[config.mk]
export PLATFORM = sky130hd
export DESIGN_NAME = seg_scan_decoder_flat
export DESIGN_NICKNAME = d
export VERILOG_FILES = /design/src/rtl/seg_scan_decoder_if.sv /design/src/rtl/seg_scan_decoder.sv /design/src/flat_wrapper.sv
export SDC_FILE = /design/constraint.sdc
export NUM_CORES = 1
export LEC_CHECK = 0
export CORE_ASPECT_RATIO = 0.7
export CORE_UTILIZATION = 45
export DETAILED_ROUTE_END_ITERATION = 8
export DONT_BUFFER_PORTS = 1
export PLACE_DENSITY = 0.66
export SETUP_SLACK_MARGIN = 0.5
export SYNTH_ARGS = -nofsm -noshare
export SYNTH_HDL_FRONTEND = slang
export SYNTH_SLANG_ARGS = --single-unit
[constraint.sdc]
create_clock -name clk -period 3.2 [get_ports clk]
set_input_delay 0.64 -clock clk [delete_from_list [all_inputs] [get_ports clk]]
set_output_delay 0.64 -clock clk [all_outputs]
set_load 0.005 [all_outputs]
[src/rtl/seg_scan_decoder_if.sv]
// Bus between a multiplexed 7-segment display scanner and the decoder that
// reconstructs the displayed 4-digit value.
interface seg_scan_decoder_if;
   logic [6:0]  seg;
   logic [3:0]  an;
   logic [13:0] number;
   logic        valid;
   logic        err;

   modport master (
      output seg,
      output an,
      input  number,
      input  valid,
      input  err
   );

   modport slave (
      input  seg,
      input  an,
      output number,
      output valid,
      output err
   );
endinterface

[src/rtl/seg_scan_decoder.sv]
// Watches a multiplexed active-low 7-segment bus, debounces each digit, and
// converts a complete set of four digits into a binary number.
//
// state   | meaning
// CAPTURE | collecting stable digits into slots until all four flags are set
// CONVERT | four cycles of acc = acc*10 + slot, most significant digit first
// DONE    | number/valid presented, flags cleared, back to CAPTURE
module seg_scan_decoder #(
   parameter int STABLE_CYCLES = 8
) (
   input  logic               clk,
   input  logic               rst_n,
   seg_scan_decoder_if.slave  bus
);

   typedef enum logic [1:0] {
      CAPTURE = 2'd0,
      CONVERT = 2'd1,
      DONE    = 2'd2
   } state_t;

   localparam logic [5:0] ACCEPT_CNT = 6'(STABLE_CYCLES - 1);
   localparam logic [5:0] CNT_MAX    = 6'd63;

   state_t      state;
   state_t      state_nxt;

   logic [10:0] sync1;
   logic [10:0] sync2;
   logic [10:0] prev;
   logic [5:0]  cnt;
   logic [5:0]  cnt_nxt;

   logic        selecting;
   logic [1:0]  sel_idx;
   logic [3:0]  dec_digit;
   logic        dec_ok;
   logic        accept;
   logic        capture_en;

   logic [3:0]  slot [4];
   logic [3:0]  flags;
   logic [3:0]  flags_nxt;
   logic [13:0] acc;
   logic [13:0] acc_nxt;
   logic [1:0]  step;
   logic [13:0] number_q;
   logic        valid_q;
   logic        err_q;

   assign bus.number = number_q;
   assign bus.valid  = valid_q;
   assign bus.err    = err_q;

   always_comb begin
      selecting = 1'b1;
      sel_idx   = 2'd0;
      case (sync2[10:7])
         4'b1110: sel_idx = 2'd0;
         4'b1101: sel_idx = 2'd1;
         4'b1011: sel_idx = 2'd2;
         4'b0111: sel_idx = 2'd3;
         default: selecting = 1'b0;
      endcase
   end

   always_comb begin
      dec_ok    = 1'b1;
      dec_digit = 4'd0;
      case (sync2[6:0])
         7'h40:   dec_digit = 4'd0;
         7'h79:   dec_digit = 4'd1;
         7'h24:   dec_digit = 4'd2;
         7'h30:   dec_digit = 4'd3;
         7'h19:   dec_digit = 4'd4;
         7'h12:   dec_digit = 4'd5;
         7'h02:   dec_digit = 4'd6;
         7'h78:   dec_digit = 4'd7;
         7'h00:   dec_digit = 4'd8;
         7'h10:   dec_digit = 4'd9;
         default: dec_ok = 1'b0;
      endcase
   end

   // Acceptance fires on the cycle the counter steps onto ACCEPT_CNT, so a
   // long dwell passes that value only once.
   always_comb begin
      cnt_nxt = cnt;
      if (sync2 != prev) begin
         cnt_nxt = 6'd0;
      end else if (cnt != CNT_MAX) begin
         cnt_nxt = cnt + 6'd1;
      end
   end

   assign accept     = selecting && (cnt_nxt == ACCEPT_CNT);
   assign capture_en = accept && (state == CAPTURE);
   assign acc_nxt    = (acc << 3) + (acc << 1) + {10'd0, slot[~step]};

   always_comb begin
      flags_nxt = flags;
      if (state == DONE) begin
         flags_nxt = 4'd0;
      end else if (capture_en && dec_ok) begin
         flags_nxt[sel_idx] = 1'b1;
      end
   end

   always_comb begin
      state_nxt = state;
      case (state)
         CAPTURE: if (flags_nxt == 4'hF) state_nxt = CONVERT;
         CONVERT: if (step == 2'd3) state_nxt = DONE;
         DONE:    state_nxt = CAPTURE;
         default: state_nxt = CAPTURE;
      endcase
   end

   always_ff @(posedge clk) begin
      if (!rst_n) begin
         state <= CAPTURE;
      end else begin
         state <= state_nxt;
      end
   end

   always_ff @(posedge clk) begin
      if (!rst_n) begin
         sync1    <= '1;
         sync2    <= '1;
         prev     <= '1;
         cnt      <= '0;
         flags    <= '0;
         acc      <= '0;
         step     <= '0;
         number_q <= '0;
         valid_q  <= 1'b0;
         err_q    <= 1'b0;
         for (int i = 0; i < 4; i++) begin
            slot[i] <= '0;
         end
      end else begin
         sync1   <= {bus.an, bus.seg};
         sync2   <= sync1;
         prev    <= sync2;
         cnt     <= cnt_nxt;
         flags   <= flags_nxt;
         err_q   <= capture_en && !dec_ok;
         valid_q <= 1'b0;

         if (capture_en && dec_ok) begin
            slot[sel_idx] <= dec_digit;
         end

         if (state == CAPTURE && state_nxt == CONVERT) begin
            acc  <= '0;
            step <= '0;
         end else if (state == CONVERT) begin
            acc  <= acc_nxt;
            step <= step + 2'd1;
            // Final step publishes directly so number and valid land together.
            if (step == 2'd3) begin
               number_q <= acc_nxt;
               valid_q  <= 1'b1;
            end
         end
      end
   end

endmodule

[src/flat_wrapper.sv]
// flat-port wrapper written by rule: the top's interface ports become plain ports
module seg_scan_decoder_flat 
#(
   parameter int STABLE_CYCLES = 8
)
  (clk, rst_n, bus_seg, bus_an, bus_number, bus_valid, bus_err);
  seg_scan_decoder_if bus_i ();
  input  logic clk;
  input  logic rst_n;
  input wire logic [$bits(bus_i.seg)-1:0] bus_seg;
  input wire logic [$bits(bus_i.an)-1:0] bus_an;
  output wire logic [$bits(bus_i.number)-1:0] bus_number;
  output wire logic [$bits(bus_i.valid)-1:0] bus_valid;
  output wire logic [$bits(bus_i.err)-1:0] bus_err;
  assign bus_i.seg = bus_seg;
  assign bus_i.an = bus_an;
  assign bus_number = bus_i.number;
  assign bus_valid = bus_i.valid;
  assign bus_err = bus_i.err;
  seg_scan_decoder #(.STABLE_CYCLES(STABLE_CYCLES)) u_core (.clk(clk), .rst_n(rst_n), .bus(bus_i));
endmodule
==> reports/qor.csv <==
stage;metric;value;unit
outcome;status;complete, no violations;
worst_setup_path;start_kind;flop;
worst_setup_path;worstPathArrival;3.36;ns
clock_network;path_clk_slew;0.06;ns
synthesis;synth_enable_flop_cells;16;
grt;grt_use_met1;30.0;%
synthesis;syn_avg_cell_area;9.58;µm²
power;pwr-share-clk;47.5;%
clock_network;h-tree-depth;3;
die;core;9110;µm²
synthesis;ys_warn_count;0;
timing;slew_headroom;48.1;%
die;die_x;118;µm
clock_network;clock_latency;0.35;ns
power;fin_total_pwr;0.00247;W
routing;drcViolationCount;0;
synthesis;yosys-top-cells-area;dfxtp_1 36%, edfxtp_1 11%, ha_1 7.1%;
timing;fin_ws;0.111;ns
timing;tightest_slew;0.778;ns
die;die_area;9810;µm²
synthesis;synth_seq_cells;92;
clock_network;cts.hold.buffers_added;0;
routing;routed-via-count;3234;
grt;grt.busiest_layer;met1;
clock_network;numCtsBuffers;9;
synthesis;syn_inst;442;
power;switchingPower;0.000502;W
cells_and_area;design_area;5120;µm²
cells_and_area;final_common_cell;dfxtp_1;
run;drv_cap;0;
power;pwr_density_cell;483;nW/µm²
synthesis;synth_area_leader_cell;dfxtp_1;
synthesis;dominantRegCellSynth;dfxtp_1;
timing;hold_violations;0;
die;start_util;46.5;%
routing;drt_wl_total;9530;µm
synthesis;synthArstFlopShare;0;%
routing;initialDrtViolationCount;227;
timing;finalCritPeriodShare;96.5;%
power;p_seq_share;49.3;%
timing;rsz0062_at_grt;yes;
clock_network;cts_tree;yes;
power;combPwrFrac;3.3;%
grt;grt_pass1_wl;15700;µm
worst_setup_path;crit_fanout;5;
die;ios;29;
timing;skew;0.00629;ns
routing;wire_per_inst;16.5;µm
die;die_h;83.2;µm
timing;min_period;3.09;ns
routing;drt-vias-per-instance;5.61;
clock_network;cts.path.max_buffers;2;
placed_design;pre_cts_slack;-0.0244;ns
power;internal_power;0.00197;W
grt;track_usage;20.6;%
timing;achievable-frequency;324;MHz
power;p_leak;1.94;nW
synthesis;syn_area;4240;µm²
placed_design;post_dp_cell_area;4450;µm²
placed_design;dp_hpwl;6280;µm
grt;first_global_vias;3122;
cells_and_area;syn_to_final_growth;20.8;%
placed_design;port_buffers;0;
grt;grt_start_max_net_pins;51;
cells_and_area;fin_nets;486;
timing;whs;0.382;ns
clock_network;cts_root_buf;clkbuf_16;
cells_and_area;layout_common_cells;72 x dfxtp_1, 51 x nor2_1, 35 x nand2_1;
grt;antenna_found_initial;0;
worst_setup_path;worstPathRequired;3.47;ns
synthesis;synth_cell_type_count;51;
timing;setup-violations-final;0;
worst_setup_path;end_kind;flop;
routing;ant_nets;0;
cells_and_area;antenna_cells;0;
worst_setup_path;worstSetupPathType;reg2reg;
hold_path;hp-class;in2reg;
routing;drt_first_pass_iters;4;
grt;met3_usage;5.29;%
synthesis;yosysSeqAreaShare;47.3;%
grt;met2_usage;28.5;%
die;row_count;29;
placed_design;gp_congestion;0.882;
synthesis;syn_nets;481;
synthesis;synth_top_area_share;35.9;%
grt;grt.overflow.total;0;
timing;tns;0;ns
power;switching_share;20.3;%
power;ir_worst_vdd;0.266;mV
timing;slew_viol_final;0;
clock_network;cts_sinks;92;
cells_and_area;drive_gt1_share;18.6;%
cell usage after synthesis, drive strengths merged (2+ instances only):
library cell / count
and3: 3
inv: 11
ha: 24
a21o: 4
o211ai: 4
o21bai: 2
buf: 3
xnor2: 15
nand3: 10
clkbuf: 22
nor4: 8
dfxtp: 76
edfxtp: 16
nor3: 17
a31oi: 3
nor3b: 3
or4: 2
a2111oi: 5
xor2: 14
and2: 2
nor2: 51
o22ai: 2
nand2: 36
nor2b: 3
a211oi: 5
nand4b: 3
a21oi: 23
nand2b: 33
o21ai: 20
fa: 2
mux4: 4
timing repair:
| item | CTS | global route |
|---|---|---|
| setup buffers | 9 | 4 |
| pin swaps | 21 | 28 |
| gates resized for setup | 23 | 24 |
| endpoints found under the setup margin | 36 | 52 |
| cloned | 1 | 0 |
power by group through the flow:
stage               Sequential (W)  Combinational [W]  Clock, W
floorplan                  0.00123          0.0000690         0
global placement           0.00124          0.0000695         0
detailed placement         0.00124          0.0000705         0
CTS                        0.00122          0.0000758   0.00119
global route               0.00122          0.0000894   0.00124
finish                     0.00122          0.0000811   0.00117
layout make-up:
cell class / count / area [µm²]
fillers: 786 / 3990
multi-input cells: 314 / 2420
flip-flops and latches: 92 / 2010
clock buffers: 13 / 262
repair buffers: 19 / 161
well taps: 124 / 155
clock inverters: 3 / 66.3
inverters: 11 / 41.3
cells by family (layout without fill, tap and decap cells):
family	count (synthesis)	count (layout)	synth area share, %
flops	92	92	47.3
compound gates	79	79	12.2
fa+ha+maj	26	26	8.04
buf+inv	36	46	3.43
xor+xnor	29	29	6.00
simple gates	176	176	20.9
mux	4	4	2.13
layer usage:
layer  part of all wire, %  vias to the layer above
met5                     0                        -
met4                   1.7                        0
met1                    50                     1558
met3                   6.7                       13
met2                    42                      101
li1                      -                     1562
worst paths after layout:
kind	from	endpoint	slack [ns]	depth (start not counted)
setup / recovery	u_core.step[0]	u_core.acc[12]	0.11	10
hold / removal	rst_n	u_core.sync1[3]	0.38	1
setup reg to reg	u_core.step[0]	u_core.acc[12]	0.11	10
hold reg to reg	u_core.sync1[2]	u_core.sync2[2]	0.40	1
sequential cells by signal, indices dropped and copies added, names as in the netlist:
register / cells
u_core.bus.number: 14
u_core.sync2: 11
u_core.prev: 11
u_core.bus.err: 1
u_core.flags: 4
u_core.step: 2
u_core.acc: 13
u_core.slot: 16
u_core.cnt: 6
u_core.sync1: 11
u_core.state: 2
u_core.bus.valid: 1
metrics by stage:
stage	instances	utilization, %
2_1_floorplan	442	-
4_1_cts	572	54.4
6_report	576	56.2
5_1_grt	576	56.2
3_3_place_gp	546	48.8
3_5_place_dp	546	48.8
critical path, stage by stage, from the launching register on:
cell      delay, ns
dfxtp_4        0.39
mux4_2         0.53
fa_1           0.54
fa_2           0.38
a21oi_2        0.16
o211ai_1       0.14
o41ai_2        0.33
o21ai_1        0.13
xor2_1         0.19
nor2_1         0.06
nor3_1         0.18
No activity file was read; power rests on OpenSTA's default activity.
